===== config.mk =====
export PLATFORM = sky130hd
export DESIGN_NAME = byte_pack_swap_ctrl_flat
export DESIGN_NICKNAME = d
export VERILOG_FILES = /design/src/rtl/byte_pack_swap_ctrl_pkg.sv /design/src/rtl/byte_pack_swap_ctrl_if.sv /design/src/rtl/byte_pack_swap_ctrl_endian_word_mux.sv /design/src/rtl/byte_pack_swap_ctrl.sv /design/src/flat_wrapper.sv
export SDC_FILE = /design/constraint.sdc
export NUM_CORES = 1
export LEC_CHECK = 0
export ABC_AREA = 1
export CAP_MARGIN = 5
export CORE_ASPECT_RATIO = 0.7
export CORE_MARGIN = 3
export CORE_UTILIZATION = 45
export CTS_CLUSTER_SIZE = 12
export DETAILED_ROUTE_END_ITERATION = 12
export HOLD_SLACK_MARGIN = 0.02
export PLACE_DENSITY = 0.66
export SETUP_SLACK_MARGIN = 0.15
export SLEW_MARGIN = 25
export SYNTH_ARGS = -nofsm -noshare
export SYNTH_HDL_FRONTEND = slang
export SYNTH_HIERARCHICAL = 1
export SYNTH_SLANG_ARGS = --single-unit

===== constraint.sdc =====
create_clock -name clk -period 7.15 [get_ports clk]
set_clock_uncertainty 0.2 [all_clocks]
set_input_delay 0.715 -clock clk [delete_from_list [all_inputs] [get_ports clk]]
set_output_delay 0.715 -clock clk [all_outputs]
set_load 0.01 [all_outputs]

===== src/rtl/byte_pack_swap_ctrl_pkg.sv =====
// rtl/byte_pack_swap_ctrl_pkg.sv - shared types, sizes and lane helper for the byte packer
package byte_pack_pkg;

    localparam int BYTE_COUNT_DEF = 4;
    localparam int BYTE_SIZE_DEF  = 8;
    localparam int WORD_W         = BYTE_COUNT_DEF * BYTE_SIZE_DEF;

    typedef enum logic {
        COLLECT = 1'b0,
        STALL   = 1'b1
    } state_e;

    // Mirror lane index: lane idx of a count-lane word maps to lane count-1-idx.
    function automatic int lane_rev(input int idx, input int count = BYTE_COUNT_DEF);
        return count - 1 - idx;
    endfunction

endpackage


===== src/rtl/byte_pack_swap_ctrl_if.sv =====
// rtl/byte_pack_swap_ctrl_if.sv - byte-in / word-out valid-ready bundle
interface byte_pack_if #(
    parameter int BYTE_COUNT = byte_pack_pkg::BYTE_COUNT_DEF,
    parameter int BYTE_SIZE  = byte_pack_pkg::BYTE_SIZE_DEF
);
    logic [BYTE_SIZE-1:0]            s_data;
    logic                            s_valid;
    logic                            s_last;
    logic                            s_ready;
    logic [BYTE_COUNT*BYTE_SIZE-1:0] m_data;
    logic [BYTE_COUNT-1:0]           m_keep;
    logic                            m_last;
    logic                            m_valid;
    logic                            m_ready;

    // Controller side: consumes bytes, produces words.
    modport slave (
        input  s_data, s_valid, s_last, m_ready,
        output s_ready, m_data, m_keep, m_last, m_valid
    );

    // Environment side: produces bytes, consumes words.
    modport master (
        output s_data, s_valid, s_last, m_ready,
        input  s_ready, m_data, m_keep, m_last, m_valid
    );
endinterface


===== src/rtl/byte_pack_swap_ctrl_endian_word_mux.sv =====
// rtl/byte_pack_swap_ctrl_endian_word_mux.sv - lane-order reversal or pass-through
module endian_word_mux
    import byte_pack_pkg::*;
#(
    parameter int LANES  = 4,
    parameter int LANE_W = 8
) (
    input  logic                    swap,
    input  logic [LANES*LANE_W-1:0] din,
    output logic [LANES*LANE_W-1:0] dout
);

    genvar j;
    generate
        for (j = 0; j < LANES; j++) begin : g_lane
            assign dout[j*LANE_W +: LANE_W] = swap ? din[lane_rev(j, LANES)*LANE_W +: LANE_W]
                                                   : din[j*LANE_W +: LANE_W];
        end
    endgenerate

endmodule


===== src/rtl/byte_pack_swap_ctrl.sv =====
// rtl/byte_pack_swap_ctrl.sv - packs a byte stream into swapped/unswapped words with keep and last
module byte_pack_swap_ctrl
    import byte_pack_pkg::*;
#(
    parameter int BYTE_COUNT = BYTE_COUNT_DEF,
    parameter int BYTE_SIZE  = BYTE_SIZE_DEF
) (
    input  logic        clk,
    input  logic        rst,
    input  logic        cfg_swap,
    byte_pack_if.slave  bus
);

    localparam int DW    = BYTE_COUNT * BYTE_SIZE;
    localparam int IDX_W = $clog2(BYTE_COUNT);
    localparam logic [IDX_W-1:0] IDX_LAST = IDX_W'(BYTE_COUNT - 1);

    state_e                state_q, state_d;
    logic [IDX_W-1:0]      idx_q, idx_d;
    logic [DW-1:0]         acc_data_q, acc_data_d;
    logic [BYTE_COUNT-1:0] acc_keep_q, acc_keep_d;
    logic                  acc_last_q, acc_last_d;
    logic                  acc_swap_q, acc_swap_d;
    logic [DW-1:0]         m_data_q, m_data_d;
    logic [BYTE_COUNT-1:0] m_keep_q, m_keep_d;
    logic                  m_last_q, m_last_d;
    logic                  m_valid_q, m_valid_d;

    logic                  s_ready_w, s_fire, slot_free;
    logic [DW-1:0]         cand_data, mux_data;
    logic [BYTE_COUNT-1:0] cand_keep, mux_keep;
    logic                  cand_last, cand_swap, cand_done;

    assign s_ready_w = (state_q == COLLECT) && !rst;
    assign s_fire    = bus.s_valid && s_ready_w;
    assign slot_free = !m_valid_q || bus.m_ready;

    // Candidate word: accumulator merged with the incoming byte, or the parked word in STALL.
    always_comb begin
        cand_data = acc_data_q;
        cand_keep = acc_keep_q;
        cand_last = acc_last_q;
        cand_swap = acc_swap_q;
        cand_done = 1'b1;
        if (state_q == COLLECT) begin
            cand_data[idx_q*BYTE_SIZE +: BYTE_SIZE] = bus.s_data;
            cand_keep[idx_q] = 1'b1;
            cand_last = bus.s_last;
            if (idx_q == '0) begin
                cand_swap = cfg_swap;
            end
            cand_done = s_fire && ((idx_q == IDX_LAST) || bus.s_last);
        end
    end

    endian_word_mux #(.LANES(BYTE_COUNT), .LANE_W(BYTE_SIZE)) u_data_mux (
        .swap (cand_swap),
        .din  (cand_data),
        .dout (mux_data)
    );

    endian_word_mux #(.LANES(BYTE_COUNT), .LANE_W(1)) u_keep_mux (
        .swap (cand_swap),
        .din  (cand_keep),
        .dout (mux_keep)
    );

    // Next-state: accumulate, hand a finished word to the output register, or park it.
    always_comb begin
        state_d    = state_q;
        idx_d      = idx_q;
        acc_data_d = acc_data_q;
        acc_keep_d = acc_keep_q;
        acc_last_d = acc_last_q;
        acc_swap_d = acc_swap_q;
        m_data_d   = m_data_q;
        m_keep_d   = m_keep_q;
        m_last_d   = m_last_q;
        m_valid_d  = m_valid_q && !bus.m_ready;

        if (cand_done && ((state_q == STALL) || s_fire)) begin
            if (slot_free) begin
                m_data_d   = mux_data;
                m_keep_d   = mux_keep;
                m_last_d   = cand_last;
                m_valid_d  = 1'b1;
                state_d    = COLLECT;
                idx_d      = '0;
                acc_data_d = '0;
                acc_keep_d = '0;
                acc_last_d = 1'b0;
                acc_swap_d = 1'b0;
            end else begin
                state_d    = STALL;
                acc_data_d = cand_data;
                acc_keep_d = cand_keep;
                acc_last_d = cand_last;
                acc_swap_d = cand_swap;
            end
        end else if (s_fire) begin
            acc_data_d = cand_data;
            acc_keep_d = cand_keep;
            acc_swap_d = cand_swap;
            idx_d      = idx_q + 1'b1;
        end
    end

    // State, accumulator and output register; reset drops any partial word.
    always_ff @(posedge clk or posedge rst) begin
        if (rst) begin
            state_q    <= COLLECT;
            idx_q      <= '0;
            acc_data_q <= '0;
            acc_keep_q <= '0;
            acc_last_q <= 1'b0;
            acc_swap_q <= 1'b0;
            m_data_q   <= '0;
            m_keep_q   <= '0;
            m_last_q   <= 1'b0;
            m_valid_q  <= 1'b0;
        end else begin
            state_q    <= state_d;
            idx_q      <= idx_d;
            acc_data_q <= acc_data_d;
            acc_keep_q <= acc_keep_d;
            acc_last_q <= acc_last_d;
            acc_swap_q <= acc_swap_d;
            m_data_q   <= m_data_d;
            m_keep_q   <= m_keep_d;
            m_last_q   <= m_last_d;
            m_valid_q  <= m_valid_d;
        end
    end

    assign bus.s_ready = s_ready_w;
    assign bus.m_data  = m_data_q;
    assign bus.m_keep  = m_keep_q;
    assign bus.m_last  = m_last_q;
    assign bus.m_valid = m_valid_q;

endmodule


===== src/flat_wrapper.sv =====
// flat-port wrapper written by rule: the top's interface ports become plain ports
module byte_pack_swap_ctrl_flat import byte_pack_pkg::*;
#(
    parameter int BYTE_COUNT = BYTE_COUNT_DEF,
    parameter int BYTE_SIZE  = BYTE_SIZE_DEF
)
  (clk, rst, cfg_swap, bus_s_data, bus_s_valid, bus_s_last, bus_m_ready, bus_s_ready, bus_m_data, bus_m_keep, bus_m_last, bus_m_valid);
  byte_pack_if #(.BYTE_COUNT(BYTE_COUNT), .BYTE_SIZE(BYTE_SIZE)) bus_i ();
  input  logic clk;
  input  logic rst;
  input  logic cfg_swap;
  input wire logic [$bits(bus_i.s_data)-1:0] bus_s_data;
  input wire logic [$bits(bus_i.s_valid)-1:0] bus_s_valid;
  input wire logic [$bits(bus_i.s_last)-1:0] bus_s_last;
  input wire logic [$bits(bus_i.m_ready)-1:0] bus_m_ready;
  output wire logic [$bits(bus_i.s_ready)-1:0] bus_s_ready;
  output wire logic [$bits(bus_i.m_data)-1:0] bus_m_data;
  output wire logic [$bits(bus_i.m_keep)-1:0] bus_m_keep;
  output wire logic [$bits(bus_i.m_last)-1:0] bus_m_last;
  output wire logic [$bits(bus_i.m_valid)-1:0] bus_m_valid;
  assign bus_i.s_data = bus_s_data;
  assign bus_i.s_valid = bus_s_valid;
  assign bus_i.s_last = bus_s_last;
  assign bus_i.m_ready = bus_m_ready;
  assign bus_s_ready = bus_i.s_ready;
  assign bus_m_data = bus_i.m_data;
  assign bus_m_keep = bus_i.m_keep;
  assign bus_m_last = bus_i.m_last;
  assign bus_m_valid = bus_i.m_valid;
  byte_pack_swap_ctrl #(.BYTE_COUNT(BYTE_COUNT), .BYTE_SIZE(BYTE_SIZE)) u_core (.clk(clk), .rst(rst), .cfg_swap(cfg_swap), .bus(bus_i));
endmodule

## Yosys cells after proc, flatten, opt, wreduce, memory -nomap -nowiden

Cells that the tools add are included.

- Bits in registers: 79
- Input bits: 14
- Output and inout port bits: 39
- Word-level logic and storage cells: 69

- Add/sub/neg operators: 2
- Order comparisons: 2
- Eq/ne operators: 2
- Shifts and indexed selects: 2
- Mux-type cells: 33
- Bitwise gates (word level): 2
- Reductions and logical operators: 16

Operators with widths:

| operator | count |
|---|---|
| $mux W32 | 4 |
| $neg A5 Y34 | 1 |
| $shift A8 B34 Y32 const A | 1 |
| $shiftx A8 B34 Y32 | 1 |
| $bwmux W32 | 1 |
| $mux W8 | 4 |
| $mux W1 | 16 |
| $mux W4 | 4 |
| $logic_and A1 B1 Y1 | 6 |
| $mux W2 | 3 |
| $or A4 B4 Y4 | 1 |
| $reduce_and A2 Y1 | 2 |
| $logic_not A1 Y1 | 3 |
| $logic_or A1 B1 Y1 | 3 |
| $lt A2 B3 Y1 const B | 1 |
| $add A2 B1 Y2 const B | 1 |
| $demux W1 S2 | 1 |
| $eq A2 B2 Y1 const B | 1 |
| $ge A2 B1 Y1 const B | 1 |
| $logic_not A2 Y1 | 1 |
| $ne A2 B1 Y1 const B | 1 |
| $reduce_bool A2 Y1 | 1 |
| $not A1 Y1 | 1 |

## Longest topological paths before layout

- Depth after elaboration: 8
- Mapped depth: 14
- Mapped depth without buffers: 11

## Hierarchy

The synthesis kept the hierarchy.

Modules (own cells, without submodules):

| module | instances | cells an instance | area an instance (µm²) |
|---|---|---|---|
| byte_pack_swap_ctrl | 1 | 593 | 4067.7 |
| endian_word_mux (u_core.u_data_mux) | 1 | 104 | 494.2 |
| endian_word_mux (u_core.u_keep_mux) | 1 | 13 | 48.8 |

## Worst setup path after synthesis

OpenSTA, ideal clock, no wires.

- Path type: input to register
- Start: input port rst
- End: register u_core.acc_data_q[6]
- Setup time: 0.116 ns
- Arrival time: 3.136 ns
- Slack: 3.699 ns
- Cell stages on the path: 6
- Buffers on the path: 2
- Cells stage by stage: inv_1 > a21oi_2 > buf_2 > buf_4 > nor2_1 > nor2_1

- Cells in the longest elaborated chain, start to end: 7

Ends and longest elaborated chain:

| element | line | RTL |
|---|---|---|
| start, declared | flat_wrapper.sv:10 | `input logic rst;` |
| $logic_not A1 Y1 (*) | byte_pack_swap_ctrl.sv:34 | `assign s_ready_w = (state_q == COLLECT) && !rst;` |
| $logic_and A1 B1 Y1 (*) | byte_pack_swap_ctrl.sv:34 |  |
| $logic_and A1 B1 Y1 (*) | byte_pack_swap_ctrl.sv:35 | `assign s_fire = bus.s_valid && s_ready_w;` |
| $logic_and A1 B1 Y1 | byte_pack_swap_ctrl.sv:52 | `cand_done = s_fire && ((idx_q == IDX_LAST) \|\| bus.s_last);` |
| $mux W1 | byte_pack_swap_ctrl.sv:45 | `if (state_q == COLLECT) begin` |
| $logic_and A1 B1 Y1 | byte_pack_swap_ctrl.sv:81 | `if (cand_done && ((state_q == STALL) \|\| s_fire)) begin` |
| $mux W32 / $reduce_bool A2 Y1 (equally long branches) | n/a |  |
| end signal, assigned | byte_pack_swap_ctrl.sv:124 | `acc_data_q <= acc_data_d;` |
| end, declared | byte_pack_swap_ctrl.sv:20 | `logic [DW-1:0] acc_data_q, acc_data_d;` |

Mark *: on every way between the ends. The rest lies on a longest branch, timed or not.
A chain may end at the register's enable or synchronous reset.

## Worst setup path after layout

- Start: input port bus_s_valid
- End: register u_core.m_data_q[8], in the netlist u_core/bus.m_data[8]

- Cells in the longest elaborated chain, start to end: 5

Ends and longest elaborated chain:

| element | line | RTL |
|---|---|---|
| start, declared | flat_wrapper.sv:13 | `input wire logic [$bits(bus_i.s_valid)-1:0] bus_s_valid;` |
| $logic_and A1 B1 Y1 (*) | byte_pack_swap_ctrl.sv:35 |  |
| $logic_and A1 B1 Y1 | byte_pack_swap_ctrl.sv:52 |  |
| $mux W1 | byte_pack_swap_ctrl.sv:45 |  |
| $logic_and A1 B1 Y1 (*) | byte_pack_swap_ctrl.sv:81 |  |
| $reduce_and A2 Y1 (no source line) (*) | n/a |  |
| end signal, assigned | byte_pack_swap_ctrl.sv:128 | `m_data_q <= m_data_d;` |
| end, declared | byte_pack_swap_ctrl.sv:24 | `logic [DW-1:0] m_data_q, m_data_d;` |

Marked as above.

==> results by group <==
Synth
  – Synth area leaders: dfrtp_1 43%, nand2_1 33%, nor2_1 7.7%
  – Area leader, netlist: dfrtp_1
  – Syn Area/Cell: 6.49 um^2
  – Ys flop type: dfrtp_1
  – Area share of the largest cell type after synthesis: 42.9%
  – Post-synthesis sequential area ratio: 42.9%
  – Synth Instances: 710
  – Most common cell in the netlist: nand2_1
  – Netlist cell types: 21
  – Post-Syn Area: 0.00461 mm^2
  – Syn nets: 732
  – Top cells by count, synth: 404 x nand2_1, 95 x nor2_1, 79 x dfrtp_1
  – Seq cells post-synth: 79
  – Post-synth EDFFs: 0
  – Syn. warnings: 6
  – Async SR Flop Fraction: 100%

Finish
  – P&R area growth vs syn: 18.3%
  – Final core utilization: 55.5%
  – Layout Nets: 772
  – Fill count: 984
  – Antenna Cells: 0
  – Share of layout cells above drive strength 1: 5.97%

Die
  – IO Count: 53
  – Die Wd: 127 um
  – Die area: 0.0115 mm^2
  – Core Area: 0.00983 mm^2
  – Starting density of the core: 46.9%
  – FP Rows: 30
  – Die Ht: 90.7 um

Power
  – Sequential power share: 32.0%
  – Part of the power in combinational logic: 45.5%
  – Pwr per Cell Area: 399 mW/mm^2
  – Post-route total power: 0.00218 W
  – Clock power share: 22.5%
  – Psw: 0.000857 W
  – Max IR drop VDD: 0.157 mV
  – Sw Share: 39.4%
  – Power Internal: 0.00132 W
  – Leak: 3.16 nW

STA
  – Fin. Hold Viols: 0
  – RSZ-0062 raised after global routing: no
  – FMAX: 354 MHz
  – Worst slew pin tran: 0.812 ns
  – Final setup fails: 0
  – Pins Over Slew Limit: 0
  – Period utilization: 39.5%
  – Slew HR: 45.9%
  – Fin Hold WS: 0.276 ns
  – Final Critical Period: 2.83 ns
  – Final WS setup: 4.32 ns
  – Setup tns final: 0 ns

Route
  – Detailed Route Iter0 Violations: 302
  – Final ANT Viol Nets: 0
  – Total number of vias: 4150
  – Post-route DRC: 0
  – Drt first pass iters: 5
  – Final wirelength: 11.0 mm
  – Vias per cell: 4.71
  – Drt wl/cell: 12.5 um

CTS
  – Hold buffers post-CTS: 0
  – H-tree depth: 3
  – Clock transition at path regs: 0.06 ns
  – Clock Latency Late Sink: 0.33 ns
  – TritonCTS clock tree: yes
  – Resized Gates After CTS: 0
  – Setup bufs post-CTS: 0
  – CTS buffer count: 9
  – CTS max path bufs: 2
  – Root buf cell: clkbuf_16
  – CTS Sinks: 79

Setup path
  – CP required: 7.16 ns
  – Setup CP Type: in -> reg
  – CP Capture Type: register
  – Crit Reg-Reg Endpoint: u_core/bus.m_data[8]
  – Worst setup endpoint: u_core/bus.m_data[8]
  – Worst EP arrival: 2.84 ns
  – R2r worst-path depth: 8
  – Crit path from: bus_s_valid
  – Worst Path Max Fanout: 77
  – Startpoint class of the critical path: input port
  – R2r startpoint: u_core/idx_q[0]
  – Setup slack, reg-to-reg: 4.51 ns

Global routing
  – GRT overflow: 0
  – Largest net degree at the start of global routing: 81
  – First-pass GRT wire length: 18.5 mm
  – Initial antenna violation count: 0
  – All-Layer GR Usage: 20.0%
  – Number of global-route vias before repair: 3845

Place
  – Gp weighted congestion: 0.811
  – Post-DP HPWL: 7.76 mm
  – IO buf count: 52
  – Setup WS pre-CTS: 3.91 ns

Outcome
  – Outcome: finished, final reports clean

Worst hold path
  – Hold WC Path Type: reg -> reg

Job
  – Total of max-cap violations: 0
## worst min-delay path by stage
stage	startpoint	end	slack [ns]	cells past startpoint
after CTS	u_core/acc_swap_q	u_core/acc_swap_q	0.28	2
after global routing	u_core/bus.m_keep[1]	u_core/bus.m_keep[1]	0.30	2
final	u_core/acc_swap_q	u_core/acc_swap_q	0.28	2
after global placement	u_core/bus.m_data[8]	u_core/bus.m_data[8]	0.26	2
after floorplan	u_core/acc_swap_q	u_core/acc_swap_q	0.25	2
after detailed placement	u_core/bus.m_data[22]	u_core/bus.m_data[22]	0.26	2
## power groups by stage
stage	Sequential [W]	Clock [W]	Combinational (W)
3_3_place_gp	0.000696	0	0.000973
5_1_grt	0.000719	0.000518	0.00112
2_1_floorplan	0.000742	0	0.000624
6_report	0.000696	0.000489	0.000990
4_1_cts	0.000698	0.000500	0.000993
3_5_place_dp	0.000704	0	0.000988
## final cells by class
type                            count  area, um^2  area share (%)
Clock buffer                       10         239            4.38
Clock inverter                      5        81.3            1.49
Inverter                           65         251            4.61
Multi-Input combinational cell    539        2190            40.2
Sequential cell                    79        1980            36.2
Tap cell                          128         160            2.94
Timing Repair Buffer               56         554            10.2
## critical path: stages
cell             delay, ns
clkdlybuf4s50_1       0.47
inv_1                 0.11
o21ai_2               0.08
nand3_2               0.07
buf_4                 0.62
inv_2                 0.47
nand2_1               0.19
nand2_1               0.07
## placed cells by master, fill, tap and decap left out, types with 2 or more instances in the layout
master | Yosys | layout
nand2_1 | 404 | 404
bufinv_16 | 0 | 2
clkbuf_16 | 0 | 9
ha_1 | 8 | 8
inv_2 | 3 | 4
o21ai_0 | 5 | 5
clkdlybuf4s50_1 | 0 | 52
nand3_1 | 5 | 5
nor2_4 | 3 | 3
dfrtp_1 | 79 | 79
inv_1 | 61 | 60
nor2_1 | 95 | 95
nand2_2 | 15 | 15
buf_4 | 5 | 3
## sequential cells by signal, summed over array words and instances, names as in the netlist
name,count
u_core/acc_data_q,32
u_core/acc_keep_q,4
u_core/acc_last_q,1
u_core/acc_swap_q,1
u_core/bus.m_data,32
u_core/bus.m_keep,4
u_core/bus.m_last,1
u_core/bus.m_valid,1
u_core/idx_q,2
u_core/state_q,1
## metal layers
metal,part of all wire [%],vias to the layer above,GRT usage [%]
met5,0,-,0
met4,0.91,0,4.46
met3,5.7,10,4.31
met2,40,105,28.2
met1,53,1882,31.2
li1,-,2153,-
## logic make-up (layout without fill, tap and decap cells)
| family | after synthesis | count (layout) | synth area share [%] |
|---|---|---|---|
| AOI/OAI and AO/OA | 7 | 7 | 0.923 |
| and+or+nand+nor | 524 | 524 | 44.3 |
| adders and majority gates | 8 | 8 | 2.17 |
| DFF | 79 | 79 | 42.9 |
| buffers and inverters | 92 | 136 | 9.77 |
## through the flow
| stage | std cells | instance area, um^2 |
|---|---|---|
| 2_1_floorplan | 710 | 4610 |
| 3_3_place_gp | 867 | 5130 |
| 3_5_place_dp | 867 | 5130 |
| 4_1_cts | 882 | 5450 |
| 5_1_grt | 882 | 5450 |
| 6_report | 882 | 5450 |
Power figures use the tool's default switching activity.
==> RTL change 1 (same settings) <==
Change the package constant `BYTE_COUNT_DEF` from 4 to 8.
--- a/src/rtl/byte_pack_swap_ctrl_pkg.sv
+++ b/src/rtl/byte_pack_swap_ctrl_pkg.sv
@@ -3,3 +3,3 @@
 
-    localparam int BYTE_COUNT_DEF = 4;
+    localparam int BYTE_COUNT_DEF = 8;
     localparam int BYTE_SIZE_DEF  = 8;
Interface: changed (resized bus_m_data and bus_m_keep); port bits go from 53 to 89. No check against the original RTL was run, so the function may have changed too.
==> RTL change 1 against the unedited design <==
  * Sequential share of layout area is 1.7 points higher
  * Wire length grew 120%
  * Worst setup slack got worse by 1.3 ns
  * Via count is 91% higher
  * Sequential cell count grew 73
  * Critical path depth unchanged
  * Non-clock buffer count grew 39
  * Area after synthesis is 88% higher
  * First-iteration DRC count rose by 140%
  * Power up 37%
  * Final area grew 84%
==> RTL change 1: results (changes against the unedited design) <==
Worst setup path
  • CP top delay family: buffers and inverters
  • CP max stage delay: 0.73 ns (+0.11 ns)
  • Crit Path Max Fanout: 95 (+23%)
  • CP max stage cell: a21oi_4
  • R2r worst-path depth: 13 (+5)

Place
  • Final GP Congestion: 0.882 (+8.7%)
  • Dpl ws: 2.64 ns (-1.27 ns)
  • DP Area: 9460 um^2 (+84%)
  • Dpl cells: 1,509 (+74%)
  • Port Buffers: 88 (+69%)

Route
  • Met2 routed WL: 9280 um (+110%)
  • Total Wirelength: 23,900 um (+120%)
  • Top sig layer: met4
  • Via Count: 7,908 (+91%)
  • DR iter-0 viols: 724 (+140%)
  • Wire length on met3: 2080 um (+230%)

Synth
  • Synth Area in Compound Gates: 0.0224 (+0.0132)
  • Synth top area cells: dfrtp_1 (44%), nand2_1 (27%), nand3_1 (10%)
  • Most common library cells after synthesis: nand2_1 (631), nand3_1 (181), dfrtp_1 (152)
  • Syn Nets: 1,258 (+72%)
  • Adder-cell share of the synthesized area: 0.00723 (-0.0145)
  • Post-synth cell types: 26 (+24%)
  • Synth Area per Inst: 6.99 um^2 (+7.6%)
  • Register area share after synthesis: 0.439 (+0.0107)
  • Syn. warnings: 6 (unchanged)

Clocking
  • Inserted Clock Buffers: 17 (+8)
  • Setup bufs post-CTS: 0 (unchanged)
  • CTS H-Tree Depth: 4 (+1)

Power
  • Leakage: 5.51 nW (+75%)
  • Clock distribution power: 0.859 mW (+76%)
  • Net Sw Power: 1.15 mW (+34%)
  • PD cells: 298 nW/um^2 (-25%)
  • Worst vdd ir: 157 uV (-0.53%)
  • Combinational power: 1.03 mW (+4%)

Global routing
  • Global Route Usage Sum: 0.237 (+0.0370)
  • First-pass GRT wire length: 38,800 um (+110%)
  • Pin count of the biggest net entering global routing: 96 (+19%)
  • M3 GR Usage: 0.0636 (+0.0204)
  • GR Util met2: 0.316 (+0.0339)
  • Vias in the first global route: 7,098 (+85%)
  • Met1 Use GR: 0.381 (+0.0688)

Layout
  • Final Net Count: 1,311 (+70%)
  • Post-layout util: 0.544 (-0.0106)
  • Final std cells w/o fill: 1,541 (+75%)
  • Layout cells sized above 1: 0.0521 (-0.00757)

Status
  • Status: complete, no violations

STA
  • Relative slew slack: 0.337 (-0.122)
[RTL change 1: cell count changes after synthesis, moves of 22 or more]
cell and change:
nor2_1 -82, dfrtp_1 +73, inv_1 +22, nand2_1 +227
nand3_1 +176, and2_1 +56
[RTL change 1: worst paths after layout]
kind | end | slack (ns) | startpoint
setup reg to reg | u_core/bus.m_data[13] | 3.28 | u_core/idx_q[0]
setup / recovery | u_core/acc_data_q[16] | 3.07 | rst
min in group asynchronous | u_core/bus.m_keep[1] | 0.68 | rst
hold / removal | u_core/bus.m_data[59] | 0.27 | u_core/bus.m_data[59]
hold reg to reg | u_core/bus.m_data[59] | 0.27 | u_core/bus.m_data[59]
max in group asynchronous | u_core/acc_data_q[39] | 4.74 | rst
[RTL change 1: layout make-up]
class | instances | area, um^2
inverter | 89 | 339
clock inverter | 14 | 118
timing repair buffer | 95 | 933
fill | 1782 | 8400
clock buffer | 18 | 439
sequential | 152 | 3800
tap | 236 | 295
multi-input combinational | 937 | 4090
==> RTL change 2 (config.mk and constraints unchanged) <==
Without the edit above. Register the input `cfg_swap` before use, with the module's reset. The logic sees it one clock later. The other inputs are not delayed to match.
--- a/src/rtl/byte_pack_swap_ctrl.sv
+++ b/src/rtl/byte_pack_swap_ctrl.sv
@@ -16,2 +16,12 @@
     localparam logic [IDX_W-1:0] IDX_LAST = IDX_W'(BYTE_COUNT - 1);
+
+    logic cfg_swap_q;
+
+    always_ff @(posedge clk or posedge rst) begin
+        if (rst) begin
+            cfg_swap_q <= '0;
+        end else begin
+            cfg_swap_q <= cfg_swap;
+        end
+    end
 
@@ -49,3 +59,3 @@
             if (idx_q == '0) begin
-                cand_swap = cfg_swap;
+                cand_swap = cfg_swap_q;
             end
Formal check against the unedited RTL: not equivalent (a bounded check fails within 4 cycles, from zero or initial values and one cycle with rst high).
==> RTL change 2 against the unedited design <==
  * Worst setup slack got worse by 0.11 ns
  * Area after synthesis increased by 0.54%
  * Power decreased by 1.3%
  * Sequential cell count increased by 1
  * Clock power decreased by 8.4%
  * Register-to-register slack about the same
  * First-iteration DRC count decreased by 3.3%
  * Wire length increased by 3.6%
  * Count of clock-buffer cells in the layout unchanged
  * Utilization decreased by 0.27 points
  * Non-clock buffer count unchanged
  * Final area decreased by 0.11%
  * Critical path type unchanged
  * Largest cell class unchanged
  * Largest power group unchanged
==> RTL change 2: results (changes against the unedited design) <==
Hold path
  • Worst Hold Class: flop to flop
  • Hold Startpoint: u_core/bus.m_last
  • Hold Path Sink: u_core/bus.m_last
  • Hold path cells: 2 (unchanged)

Global routing
  • Initial antenna violation count: 0 (unchanged)
  • Pin count of the biggest net entering global routing: 81 (unchanged)
  • First-pass GRT wire length: 19,300 um (+4.5%)
  • Vias in the first global route: 3,935 (+2.3%)
  • Global Route Usage Sum: 0.208 (+0.00789)

Clocking
  • Setup bufs post-CTS: 0 (unchanged)
  • CTS H-Tree Depth: 3 (unchanged)
  • Deepest clock path buffer count: 2 (unchanged)
  • CTS clock-pin slew for the worst setup and hold paths: roughly 0.07 ns
  • Inserted Clock Buffers: 9 (unchanged)
  • Root buf cell: clkbuf_16
  • Clk_lat worst skew: approximately 0.34 ns
  • Resize count post-CTS: 0 (unchanged)

Synth
  • Most common library cells after synthesis: nand2_1 (404), nor2_1 (95), dfrtp_1 (80)
  • Post-synth ARST share: 1.00 (unchanged)
  • Syn Nets: 733 (+0.14%)
  • Syn. warnings: 6 (unchanged)
  • Post-synth cell types: 21 (unchanged)
  • Register area share after synthesis: 0.432 (+0.00308)
  • Synth top area cells: dfrtp_1 (43%), nand2_1 (33%), nor2_1 (7.7%)

Route
  • Via Count: 4,243 (+2.2%)
  • Drt first pass iters: 5 (unchanged)
  • Met2 routed WL: 4600 um (+3.8%)
  • DR iter-0 viols: 292 (-3.3%)
  • Top sig layer: met4
  • Met1 wire length: 5860 um (+0.43%)
  • Routed len/inst: 12.9 um (+3.4%)
  • Wire length on met3: 795 um (+27%)

Place
  • Final GP Congestion: 0.853 (+5.2%)
  • DP Area: 5150 um^2 (+0.49%)
  • Hpwl dp: 7940 um (+2.3%)
  • Port Buffers: 52 (unchanged)

Worst setup path
  • R2r worst-path depth: 12 (+4)
  • Worst Path Arrival: 2.97 ns (+0.13 ns)
  • Reg2reg end: u_core/bus.m_data[11]
  • Crit Path Max Fanout: 77 (unchanged)
  • CP max stage delay: 0.60 ns (-0.02 ns)
  • R2R setup slack: 4.51 ns (about the same)
  • CP max stage cell: buf_4
  • FF-to-FF Start: u_core/idx_q[0]

Layout
  • Final Net Count: 773 (+0.13%)
  • Layout cells sized above 1: 0.0608 (+0.00116)
  • Diodes inserted: 0 (unchanged)

Status
  • Status: complete, no violations

STA
  • Relative slew slack: 0.464 (+0.00583)
  • Hold slack: 0.276 ns (-0.000274 ns)

Power
  • Worst vdd ir: 168 uV (+6.8%)
  • Leakage: 3.15 nW (-0.25%)
RTL change 2: cell types whose count changed after synthesis:
cell     change
dfrtp_1      +1
RTL change 2: critical path, delay by kind of cell:
kind,cells,cell delay [ns]
AND/OR/NAND/NOR,5,0.71
buffers and inverters,3,1.50
RTL change 2: area by class of cell:
type / count / area [um^2]
flip-flops and latches: 80 / 2000
repair buffers: 56 / 554
clock buffers: 10 / 239
multi-input cells: 539 / 2190
fillers: 958 / 4420
clock inverters: 6 / 50.0
well taps: 128 / 160
inverters: 65 / 251
RTL change 2: layer usage:
layer | vias to the layer above | global-route usage
li1 | 2160 | -
met1 | 1947 | 0.324
met2 | 122 | 0.286
met3 | 14 | 0.0491
met4 | 0 | 0.0545
met5 | - | 0
RTL change 2: worst max path at each step:
stage          startpoint               endpoint  slack, ns  cells past startpoint
6_report       bus_s_last  u_core/bus.m_data[21]       4.22                      8
5_1_grt        bus_s_last  u_core/bus.m_data[10]       4.04                      8
4_1_cts        bus_s_last  u_core/bus.m_data[21]       4.26                      8
3_5_place_dp   bus_s_last  u_core/bus.m_data[21]       3.95                      8
3_3_place_gp          rst  u_core/bus.m_data[18]       4.05                      7
2_1_floorplan         rst   u_core/acc_data_q[7]       3.68                      6
RTL change 2: per-stage QoR:
step,setup WS [ns],cells,utilization,total power [mW]
after floorplan,3.68,711,-,1.37
after detailed placement,3.95,868,0.522,1.71
after CTS,4.26,884,0.551,2.16
after global routing,4.04,884,0.552,2.33
after global placement,4.05,868,0.522,1.68
final,4.22,884,0.552,2.15
RTL change 2: report_power, final:
part           internal, mW  switching, mW  total [mW]  leakage, nW
Combinational         0.397          0.596       0.993         2.01
Sequential            0.614         0.0921       0.706         1.01
Clock                 0.249          0.199       0.448        0.136
RTL change 2: cell families after synthesis:
logic type	count (synthesis)	synth area share
DFF	80	0.432
buffers and inverters	92	0.0972
adders and majority gates	8	0.0216
AOI/OAI and AO/OA	7	0.00918
and+or+nand+nor	524	0.440
